File: config.mk
export PLATFORM = sky130hd
export DESIGN_NAME = vga_timing_gen
export DESIGN_NICKNAME = d
export VERILOG_FILES = /design/src/rtl/vga_timing_gen.sv
export SDC_FILE = /design/constraint.sdc
export NUM_CORES = 1
export LEC_CHECK = 0
export CORE_MARGIN = 10
export CORE_UTILIZATION = 35
export CTS_CLUSTER_DIAMETER = 200
export DETAILED_ROUTE_END_ITERATION = 16
export GPL_TIMING_DRIVEN = 1
export PLACE_DENSITY_LB_ADDON = 0.1
export SYNTH_ARGS = -nofsm -noshare
export SYNTH_HDL_FRONTEND = slang
export SYNTH_SLANG_ARGS = --single-unit
File: constraint.sdc
create_clock -name clk -period 2.4 [get_ports clk]
set_input_delay 0.24 -clock clk [delete_from_list [all_inputs] [get_ports clk]]
set_output_delay 0.24 -clock clk [all_outputs]
set_load 0.01 [all_outputs]
File: src/rtl/vga_timing_gen.sv
// VGA raster timing: pixel-enable divider, h/v counters, registered sync/bright/blank/frame strobes.
// Latency: every output is registered from next-state counters, so flags and counts agree each clk.
module vga_timing_gen #(
    parameter int H_VISIBLE = 640,
    parameter int H_FP      = 16,
    parameter int H_SYNC    = 96,
    parameter int H_BP      = 48,
    parameter int V_VISIBLE = 480,
    parameter int V_FP      = 10,
    parameter int V_SYNC    = 2,
    parameter int V_BP      = 33,
    parameter int CLK_DIV   = 2
) (
    input  logic       clk,
    input  logic       rst_n,
    output logic [9:0] hCount,
    output logic [9:0] vCount,
    output logic       hSync,
    output logic       vSync,
    output logic       bright,
    output logic       pixelEn,
    output logic       frameStart,
    output logic       vblank
);

    localparam int H_TOTAL = H_VISIBLE + H_FP + H_SYNC + H_BP;
    localparam int V_TOTAL = V_VISIBLE + V_FP + V_SYNC + V_BP;
    localparam int DW      = (CLK_DIV > 1) ? $clog2(CLK_DIV) : 1;

    localparam logic [DW-1:0] DIV_LAST = DW'(CLK_DIV - 1);
    localparam logic [9:0]    H_LAST   = 10'(H_TOTAL - 1);
    localparam logic [9:0]    V_LAST   = 10'(V_TOTAL - 1);

    // Decode bounds are 11 bits so a sync region ending exactly at 1024 still compares correctly.
    localparam logic [10:0] H_VIS_END = 11'(H_VISIBLE);
    localparam logic [10:0] HS_START  = 11'(H_VISIBLE + H_FP);
    localparam logic [10:0] HS_END    = 11'(H_VISIBLE + H_FP + H_SYNC);
    localparam logic [10:0] V_VIS_END = 11'(V_VISIBLE);
    localparam logic [10:0] VS_START  = 11'(V_VISIBLE + V_FP);
    localparam logic [10:0] VS_END    = 11'(V_VISIBLE + V_FP + V_SYNC);

    logic [DW-1:0] div;
    logic [DW-1:0] div_next;
    logic          run;
    logic [9:0]    h_next;
    logic [9:0]    v_next;
    logic          line_end;
    logic          frame_end;

    // The divider holds phase 0 for the first clk out of reset so pixelEn lands at clk CLK_DIV-1.
    always_comb begin
        div_next = div;
        if (run) begin
            div_next = (div == DIV_LAST) ? '0 : div + DW'(1);
        end

        line_end  = pixelEn && (hCount == H_LAST);
        frame_end = line_end && (vCount == V_LAST);

        h_next = hCount;
        v_next = vCount;
        if (pixelEn) begin
            h_next = line_end ? 10'd0 : hCount + 10'd1;
        end
        if (line_end) begin
            v_next = frame_end ? 10'd0 : vCount + 10'd1;
        end
    end

    always_ff @(posedge clk) begin
        if (!rst_n) begin
            run        <= 1'b0;
            div        <= '0;
            pixelEn    <= 1'b0;
            hCount     <= 10'd0;
            vCount     <= 10'd0;
            hSync      <= 1'b1;
            vSync      <= 1'b1;
            bright     <= 1'b0;
            vblank     <= 1'b0;
            frameStart <= 1'b0;
        end else begin
            run        <= 1'b1;
            div        <= div_next;
            pixelEn    <= (div_next == DIV_LAST);
            hCount     <= h_next;
            vCount     <= v_next;
            hSync      <= !(({1'b0, h_next} >= HS_START) && ({1'b0, h_next} < HS_END));
            vSync      <= !(({1'b0, v_next} >= VS_START) && ({1'b0, v_next} < VS_END));
            bright     <= ({1'b0, h_next} < H_VIS_END) && ({1'b0, v_next} < V_VIS_END);
            vblank     <= ({1'b0, v_next} >= V_VIS_END);
            frameStart <= frame_end;
        end
    end

endmodule
== Word level (Yosys, flattened, before mapping) ==
Index checks and enable logic that the tools add are counted.

* Bits in registers: 27
* Input bits: 2
* Output and inout bits: 26
* Logic and storage cells: 34

* $add $sub $neg: 3
* Order comparisons: 7
* Equal/unequal tests: 2
* Mux-type cells: 6
* Reductions and logical operators: 7

{| class="wikitable"
|+ Operator list
! kind !! number
|-
| 10-bit 2-to-1 mux || 4
|-
| 10-bit by 1-bit adder with 10-bit output, second input constant || 2
|-
| 10-bit == test, second input constant || 2
|-
| 10-bit by 9-bit greater-or-equal comparator with 1-bit output, second input constant || 2
|-
| 10-bit less-than comparator, second input constant || 2
|-
| 10-bit by 9-bit less-than comparator with 1-bit output, second input constant || 2
|-
| 10-bit greater-or-equal comparator, second input constant || 1
|-
| 1-bit logical AND || 5
|-
| 1-bit zero test || 2
|-
| 1-bit 2-to-1 mux || 2
|-
| 1-bit adder, second input constant || 1
|}

== Logic depth before layout (Yosys ltp) ==
Gate-level depths: netlist of run 1.

* Depth in word-level cells: 8
* Mapped depth: 8
* Mapped depth without buffers: 7

== Worst setup path after synthesis of run 1 ==
OpenSTA, ideal clock, no wires.

* Kind: register -> register
* Start: register vCount[0]
* End: register vSync
* Setup time: 131 ps
* Data arrival time: 1847 ps
* Required time: 2269 ps
* Path slack: 422 ps
* Cell stages (with the launch flop): 6
* Buffers on the path: 0
* Period minus slack after synthesis: 1978 ps
* Cell sequence: dfxtp_1 ha_1 or4b_1 a211o_1 a221oi_2 nand4b_1

* Cells in the longest elaborated chain, start to end: 7
* Elaborated cells on any way between the ends: 9
* Those cells by class: add/sub (1); order compare (2); eq/ne (1); mux (2); reduce/logical (3)

{| class="wikitable"
|+ RTL lines
! item !! RTL line !! RTL
|-
| from (decl) || 17 || <nowiki>output logic [9:0] vCount,</nowiki>
|-
| from (signal assigned) || 87 || <nowiki>vCount <= v_next;</nowiki>
|-
| parallel branches: the longest is 3 deep, another holds 10-bit by 1-bit adder with 10-bit output || n/a ||
|-
| 10-bit 2-to-1 mux (*) || 65 || <nowiki>if (line_end) begin</nowiki>
|-
| 10-bit by 9-bit greater-or-equal comparator with 1-bit output / 10-bit by 9-bit less-than comparator with 1-bit output (equally long branches) || 89 || <nowiki>vSync <= !(({1'b0, v_next} >= VS_START) && ({1'b0, v_next} < VS_END));</nowiki>
|-
| 1-bit logical AND (*) || 89 ||
|-
| 1-bit zero test (*) || 89 ||
|-
| to (signal assigned) || 89 ||
|-
| to (decl) || 19 || <nowiki>output logic vSync,</nowiki>
|}

Every way passes the cells marked *.
A chain may end at the register's enable or synchronous reset.

== Worst setup path after layout of run 1 ==
* Start: register hCount[0]
* End: register vSync

* Cells in the longest elaborated chain, start to end: 8
* Elaborated cells on any way between the ends: 9
* Those cells by class: order compare (2); eq/ne (1); mux (2); reduce/logical (4)

{| class="wikitable"
|+ RTL lines
! item !! RTL line !! RTL
|-
| from (decl) || 16 || <nowiki>output logic [9:0] hCount,</nowiki>
|-
| from (signal assigned) || 86 || <nowiki>hCount <= h_next;</nowiki>
|-
| 10-bit == test (*) || 57 || <nowiki>line_end = pixelEn && (hCount == H_LAST);</nowiki>
|-
| 1-bit logical AND (*) || 57 ||
|-
| 1-bit logical AND || 58 || <nowiki>frame_end = line_end && (vCount == V_LAST);</nowiki>
|-
| 10-bit 2-to-1 mux || 66 || <nowiki>v_next = frame_end ? 10'd0 : vCount + 10'd1;</nowiki>
|-
| 10-bit 2-to-1 mux (*) || 65 ||
|-
| 10-bit by 9-bit greater-or-equal comparator with 1-bit output / 10-bit by 9-bit less-than comparator with 1-bit output (equally long branches) || 89 ||
|-
| 1-bit logical AND (*) || 89 ||
|-
| 1-bit zero test (*) || 89 ||
|}

Mark *: on every way between the ends. The rest lies on a longest branch, timed or not.

==> flow_metrics.tcl, run 1 <==
set metrics [dict create \
    end_kind "flip-flop" \
    p_comb_share_pct 4.8 \
    drc_errors 0 \
    cpPeakStageDelay_ns 0.41 \
    use_met3_pct 2.96 \
    chipWidth_um 84.9 \
    cts_tree "yes" \
    syn_inst 173 \
    cts_buffers 3 \
    cp.required_ns 2.56 \
    crit_cells 6 \
    place_congestion 0.789 \
    rsz0062_at_grt "false" \
    track_usage_pct 10.8 \
    min_from "run$_DFF_P_" \
    start_util_pct 36.6 \
    yosys_warnings 0 \
    busiest_layer "met1" \
    tightest_slew_ns 0.442 \
    synth_fp_nets 178 \
    vias_per_cell 5.35 \
    coreArea_um2 4030 \
    syn_avg_cell_area_um2 8.53 \
    rows 23 \
    ioPinCount 28 \
    postCtsSetupRepairBufs 0 \
    leakage_nw 0.610 \
    grt_pass1_wl_mm 6.58 \
    power_mw 0.771 \
    final_cell_area_um2 1830 \
    wire_per_inst_um 15.2 \
    fill_cells 420 \
    grt_start_max_net_pins 15 \
    timing.rr.start "hCount[0]$_SDFF_PN0_" \
    dpl_cell_area_um2 1790 \
    ys_async_sr_fraction_pct 0 \
    synth_edf_count 0 \
    ctsResizeCount 0 \
    yosysSeqAreaShare_pct 36.6 \
    path_max_fanout 8 \
    synthTopCellsByCount "dfxtp_1 (27), nor2_1 (15), nand2_1 (14), a21oi_1 (11)" \
    power.internal_mw 0.593 \
    detail_route.iter0.violations 124 \
    overflow 0 \
    fin_skew_ns 0.00425 \
    grt_use_met2_pct 15.2 \
    worst_r2r_endpoint "vSync$_SDFF_PN1_" \
    setup_tns_ns 0 \
    synth.top_cell.area_share_pct 36.6 \
    drtAntennaViolNets 0 \
    clock_latency_ns 0.28 \
    max_freq_mhz 466 \
    p_clk_share_pct 35.2 \
    clkTransAtPathRegs_ns 0.10 \
    antenna_found_initial 0 \
    critPathKind "flip-flop to flip-flop" \
    maxSlewHeadroom_pct 70.5 \
    ys_types 47 \
    cts-root-buf "clkbuf_8" \
    synth_most_common_cell "dfxtp_1" \
    swShare_pct 23.1 \
    endpoint "vSync$_SDFF_PN1_" \
    clock_sinks 27 \
    clockBufferDepth 2 \
    slowest_stage "dfxtp_1" \
    htree_levels 1 \
    yosysTopAreaCell "dfxtp_1" \
    first_pass_iters 4 \
    dp_hpwl_mm 2.78 \
    post-route-period-util_pct 89.4 \
    p_seq_share_pct 60.0 \
    hold_viol 0 \
    met1_usage_pct 15.3 \
    antenna_cells 0 \
    die_height_um 84.9 \
    stdcell_count 248 \
    cts_hold_buf 0 \
    r2r_slack_ns 0.26 \
    max-cap-violations 0 \
    rr_worst_depth 6 \
    dp.cells 244 \
    place.port_buffers 27 \
    crit_path_start_kind "flip-flop" \
    die-area_um2 7210 \
    synth_flop_cell "dfxtp_1" \
    area_delta_synth_final_pct 24.2 \
    hp-class "flip-flop to flip-flop" \
    drv_slew 0 \
    vias 1326 \
    path_buf_inv 0 \
    netlist_area_um2 1480 \
    status "completed" \
    final_util_pct 45.5 \
    worst_ep_arrival_time_ns 2.30 \
    drive_above_1_share_pct 7.07 \
    finalSetupViolCount 0 \
    p_sw_mw 0.178 \
    ys_ff_latch 27 \
    cp_cell_sequence "ha_1 > and4_1 > nand4_2 > a211o_1 > a221oi_2 > nand4b_1" \
    drt_wl_total_mm 3.76 \
    finalNetCount 204 \
    synth_area_leaders "dfxtp_1 (37%), xnor2_1 (5.3%), nor2_1 (3.8%)" \
    vdd_drop_max_uv 232 \
    powerDensity_nw_per_um2 421 \
    timing.final.crit_period_ns 2.14 \
    cp_top_family "simple AND/OR/NAND/NOR gates" \
    crit_start "hCount[0]$_SDFF_PN0_" \
    first_global_vias 1264 \
]
[through the flow]
step	hold WS, ns	worst slack (ns)
6_report	0.495	0.255
2_1_floorplan	0.268	0.422
5_1_grt	0.528	0.00157
3_3_place_gp	0.465	0.347
4_1_cts	0.501	0.249
3_5_place_dp	0.477	0.278
[layer usage]
metal  wire (um)  up-vias
met3         238        4
met2        1590       31
met4          46        0
li1            -      679
met1        1880      612
met5           0        -
[final cells by class]
class / instances / area [um2] / share of cell area [%]
inverters: 6 / 22.5 / 1.23
multi-input cells: 129 / 853 / 46.6
flip-flops and latches: 27 / 541 / 29.5
repair buffers: 32 / 308 / 16.8
clock buffers: 4 / 45.0 / 2.46
well taps: 50 / 62.6 / 3.42
[sequential cells by signal, summed over array words and instances, names as in the netlist]
name        count
hSync           1
hCount         10
bright          1
vblank          1
div             1
vCount         10
run             1
frameStart      1
vSync           1
[placed cells by master, fill, tap and decap left out, types with 2 or more instances in the layout]
cell / instances
dfxtp_1: 27
clkbuf_8: 3
or3_1: 4
nor4bb_1: 2
o21ai_0: 9
xnor2_1: 9
mux2i_1: 2
and2_1: 2
nand3_1: 8
ha_1: 3
and3_1: 2
inv_1: 5
nor2_1: 15
a211o_1: 2
nand4_1: 6
buf_4: 5
xor2_1: 5
nand2_1: 14
and4_1: 4
nand2b_1: 2
clkdlybuf4s50_1: 27
nor3_1: 6
a21oi_1: 11
[power groups by stage]
stage          Clock, mW  Sequential, mW  Combinational, mW
3_5_place_dp           0           0.473             0.0380
3_3_place_gp           0           0.472             0.0379
6_report           0.271           0.462             0.0374
5_1_grt            0.304           0.465             0.0417
4_1_cts            0.281           0.463             0.0382
2_1_floorplan          0           0.471             0.0194
[cell families after synthesis]
logic type      Yosys count  synth area share, %
buf+inv                  17                 5.51
xor+xnor                 14                 8.31
mux                       2                 1.36
compound gates           35                 15.9
fa+ha+maj                 3                 2.54
simple gates             75                 29.7
flops                    27                 36.6
[worst min-delay path, cell delays in order, from the launching register on]
cell and delay, ns:
dfxtp_1 0.33, xnor2_1 0.06, nor2_1 0.07
[worst min-delay path by stage]
stage	endpoint	slack, ns	cells past startpoint
finish	div$_SDFFE_PN0P_	0.49	2
global route	div$_SDFFE_PN0P_	0.53	2
detailed placement	div$_SDFFE_PN0P_	0.48	2
CTS	div$_SDFFE_PN0P_	0.50	2
floorplan	run$_DFF_P_	0.27	0
global placement	div$_SDFFE_PN0P_	0.46	2
No activity file was read; power rests on OpenSTA's default activity.
==> inputs of run 2 (changes only) <==
--- a/config.mk
+++ b/config.mk
@@ -11,6 +11,7 @@
 export DETAILED_ROUTE_END_ITERATION = 16
 export GPL_TIMING_DRIVEN = 1
 export PLACE_DENSITY_LB_ADDON = 0.1
+export SETUP_SLACK_MARGIN = 0.05
 export SYNTH_ARGS = -nofsm -noshare
 export SYNTH_HDL_FRONTEND = slang
 export SYNTH_SLANG_ARGS = --single-unit
==> run 2 against run 1 <==
Final cell count stayed put. Die area stayed put. Wire length stayed put. Via count is 0.23% lower. Critical path depth stayed put. Design area is 0.34% higher. Clock skew is 0.00090 ns lower. Critical endpoint unchanged. Largest power group unchanged.
==> flow_metrics.tcl, run 2 (same netlist as run 1, synthesis figures left out) <==
set metrics [dict create \
    hp-class "flip-flop to flip-flop" \
    antenna_cells 0 \
    critPathKind "flip-flop to flip-flop" \
    vdd_drop_max_uv 233 \
    power.internal_mw 0.593 \
    dpl_cell_area_um2 1790 \
    ctsResizeCount 0 \
    postCtsSetupRepairBufs 0 \
    p_comb_share_pct 4.9 \
    tightest_slew_ns 0.454 \
    finalSetupViolCount 0 \
    die-area_um2 7210 \
    drc_errors 0 \
    path_max_fanout 8 \
    rsz0062_at_grt "true" \
    drt_wl_total_mm 3.76 \
    htree_levels 1 \
    routed-wl-met2_mm 1.59 \
    leakage_nw 0.612 \
    clock_latency_ns 0.28 \
    max_freq_mhz 459 \
    rows 23 \
    timing.final.crit_period_ns 2.18 \
    post-route-period-util_pct 90.8 \
    holdPathStages 2 \
    start_util_pct 36.6 \
    detail_route.iter0.violations 109 \
    reg.largest.list "hCount (10), vCount (10)" \
    antenna_found_initial 0 \
    grt_start_max_net_pins 15 \
    vias_per_cell 5.33 \
    worst_ep_arrival_time_ns 2.34 \
    chipWidth_um 84.9 \
    place.port_buffers 27 \
    max-cap-violations 0 \
    clock_sinks 27 \
    finalHoldWorstSlack_ns 0.495 \
    powerDensity_nw_per_um2 419 \
    cts_buffers 3 \
    place_congestion 0.789 \
    track_usage_pct 10.8 \
    overflow 0 \
    setup_tns_ns 0 \
    fin_skew_ns 0.00334 \
    highest_layer "met4" \
    first_pass_iters 4 \
    dp_hpwl_mm 2.78 \
    cts_tree "yes" \
    p_clk_share_pct 35.1 \
    final_cell_mix "dfxtp_1 (27), clkdlybuf4s50_1 (27), nor2_1 (15)" \
    clockBufferDepth 2 \
    cts_hold_buf 0 \
    status "completed" \
    swShare_pct 23.0 \
    grt_pass1_wl_mm 6.58 \
    drv_slew 0 \
    area_delta_synth_final_pct 24.6 \
    vias 1323 \
    final_cell_area_um2 1840 \
    crit_path_start_kind "flip-flop" \
    p_seq_share_pct 60.0 \
    met3WireLength_um 241 \
    wl_met1_mm 1.88 \
    clkTransAtPathRegs_ns 0.10 \
    wire_per_inst_um 15.2 \
    first_global_vias 1264 \
    coreArea_um2 4030 \
    cts-root-buf "clkbuf_8" \
    ioPinCount 28 \
    die_height_um 84.9 \
    maxSlewHeadroom_pct 69.7 \
    drive_above_1_share_pct 7.58 \
    cp.required_ns 2.56 \
    hold_viol 0 \
    cpPeakStageDelay_ns 0.41 \
    drtAntennaViolNets 0 \
    cp_cell_sequence "ha_1 > and4_1 > nand4_2 > a211o_1 > a221oi_2 > nand4b_1" \
    slowest_stage "dfxtp_1" \
    rr_worst_depth 6 \
    p_sw_mw 0.177 \
    finalNetCount 204 \
    end_kind "flip-flop" \
]
run 2: cell counts in the layout (fill, tap and decap cells not counted):
Identical to the previous run, type by type.
run 2: area by class of cell:
type,instances,area [um2]
repair buffers,32,308
multi-input cells,129,860
flip-flops and latches,27,541
clock buffers,4,45.0
well taps,50,62.6
fillers,418,2190
inverters,6,22.5
run 2: metrics by stage:
step	setup slack, ns	total power, mW	utilization [%]	std cells
after global placement	0.347	0.510	44.3	244
after CTS	0.249	0.782	45.5	248
after floorplan	0.422	0.491	-	173
after detailed placement	0.278	0.511	44.3	244
after global routing	0.0438	0.811	45.6	248
final	0.222	0.770	45.6	248
run 2: final timing paths:
| kind | start | end | slack [ns] |
|---|---|---|---|
| setup / recovery | hCount[0]$_SDFF_PN0_ | vSync$_SDFF_PN1_ | 0.22 |
| hold / removal | run$_DFF_P_ | div$_SDFFE_PN0P_ | 0.49 |
| setup reg to reg | hCount[0]$_SDFF_PN0_ | vSync$_SDFF_PN1_ | 0.22 |
| hold reg to reg | run$_DFF_P_ | div$_SDFFE_PN0P_ | 0.49 |
run 2: power groups by stage:
stage	sequential [mW]	clock, mW	combinational (mW)
after floorplan	0.471	0	0.0194
after global routing	0.465	0.304	0.0418
after CTS	0.463	0.281	0.0382
after global placement	0.472	0	0.0379
final	0.462	0.270	0.0376
after detailed placement	0.473	0	0.0380
run 2: layer usage:
layer	global-route usage, %	vias to the layer above
met1	15.3	614
met4	3.59	0
met2	15.2	29
li1	-	676
met5	0	-
met3	2.96	4
run 2: worst max-delay path: cells and delay by family, from the launching register on:
family / cells / cell delay (ns)
fa+ha+maj: 1 / 0.21
compound gates: 2 / 0.67
flops: 1 / 0.41
simple gates: 3 / 0.78
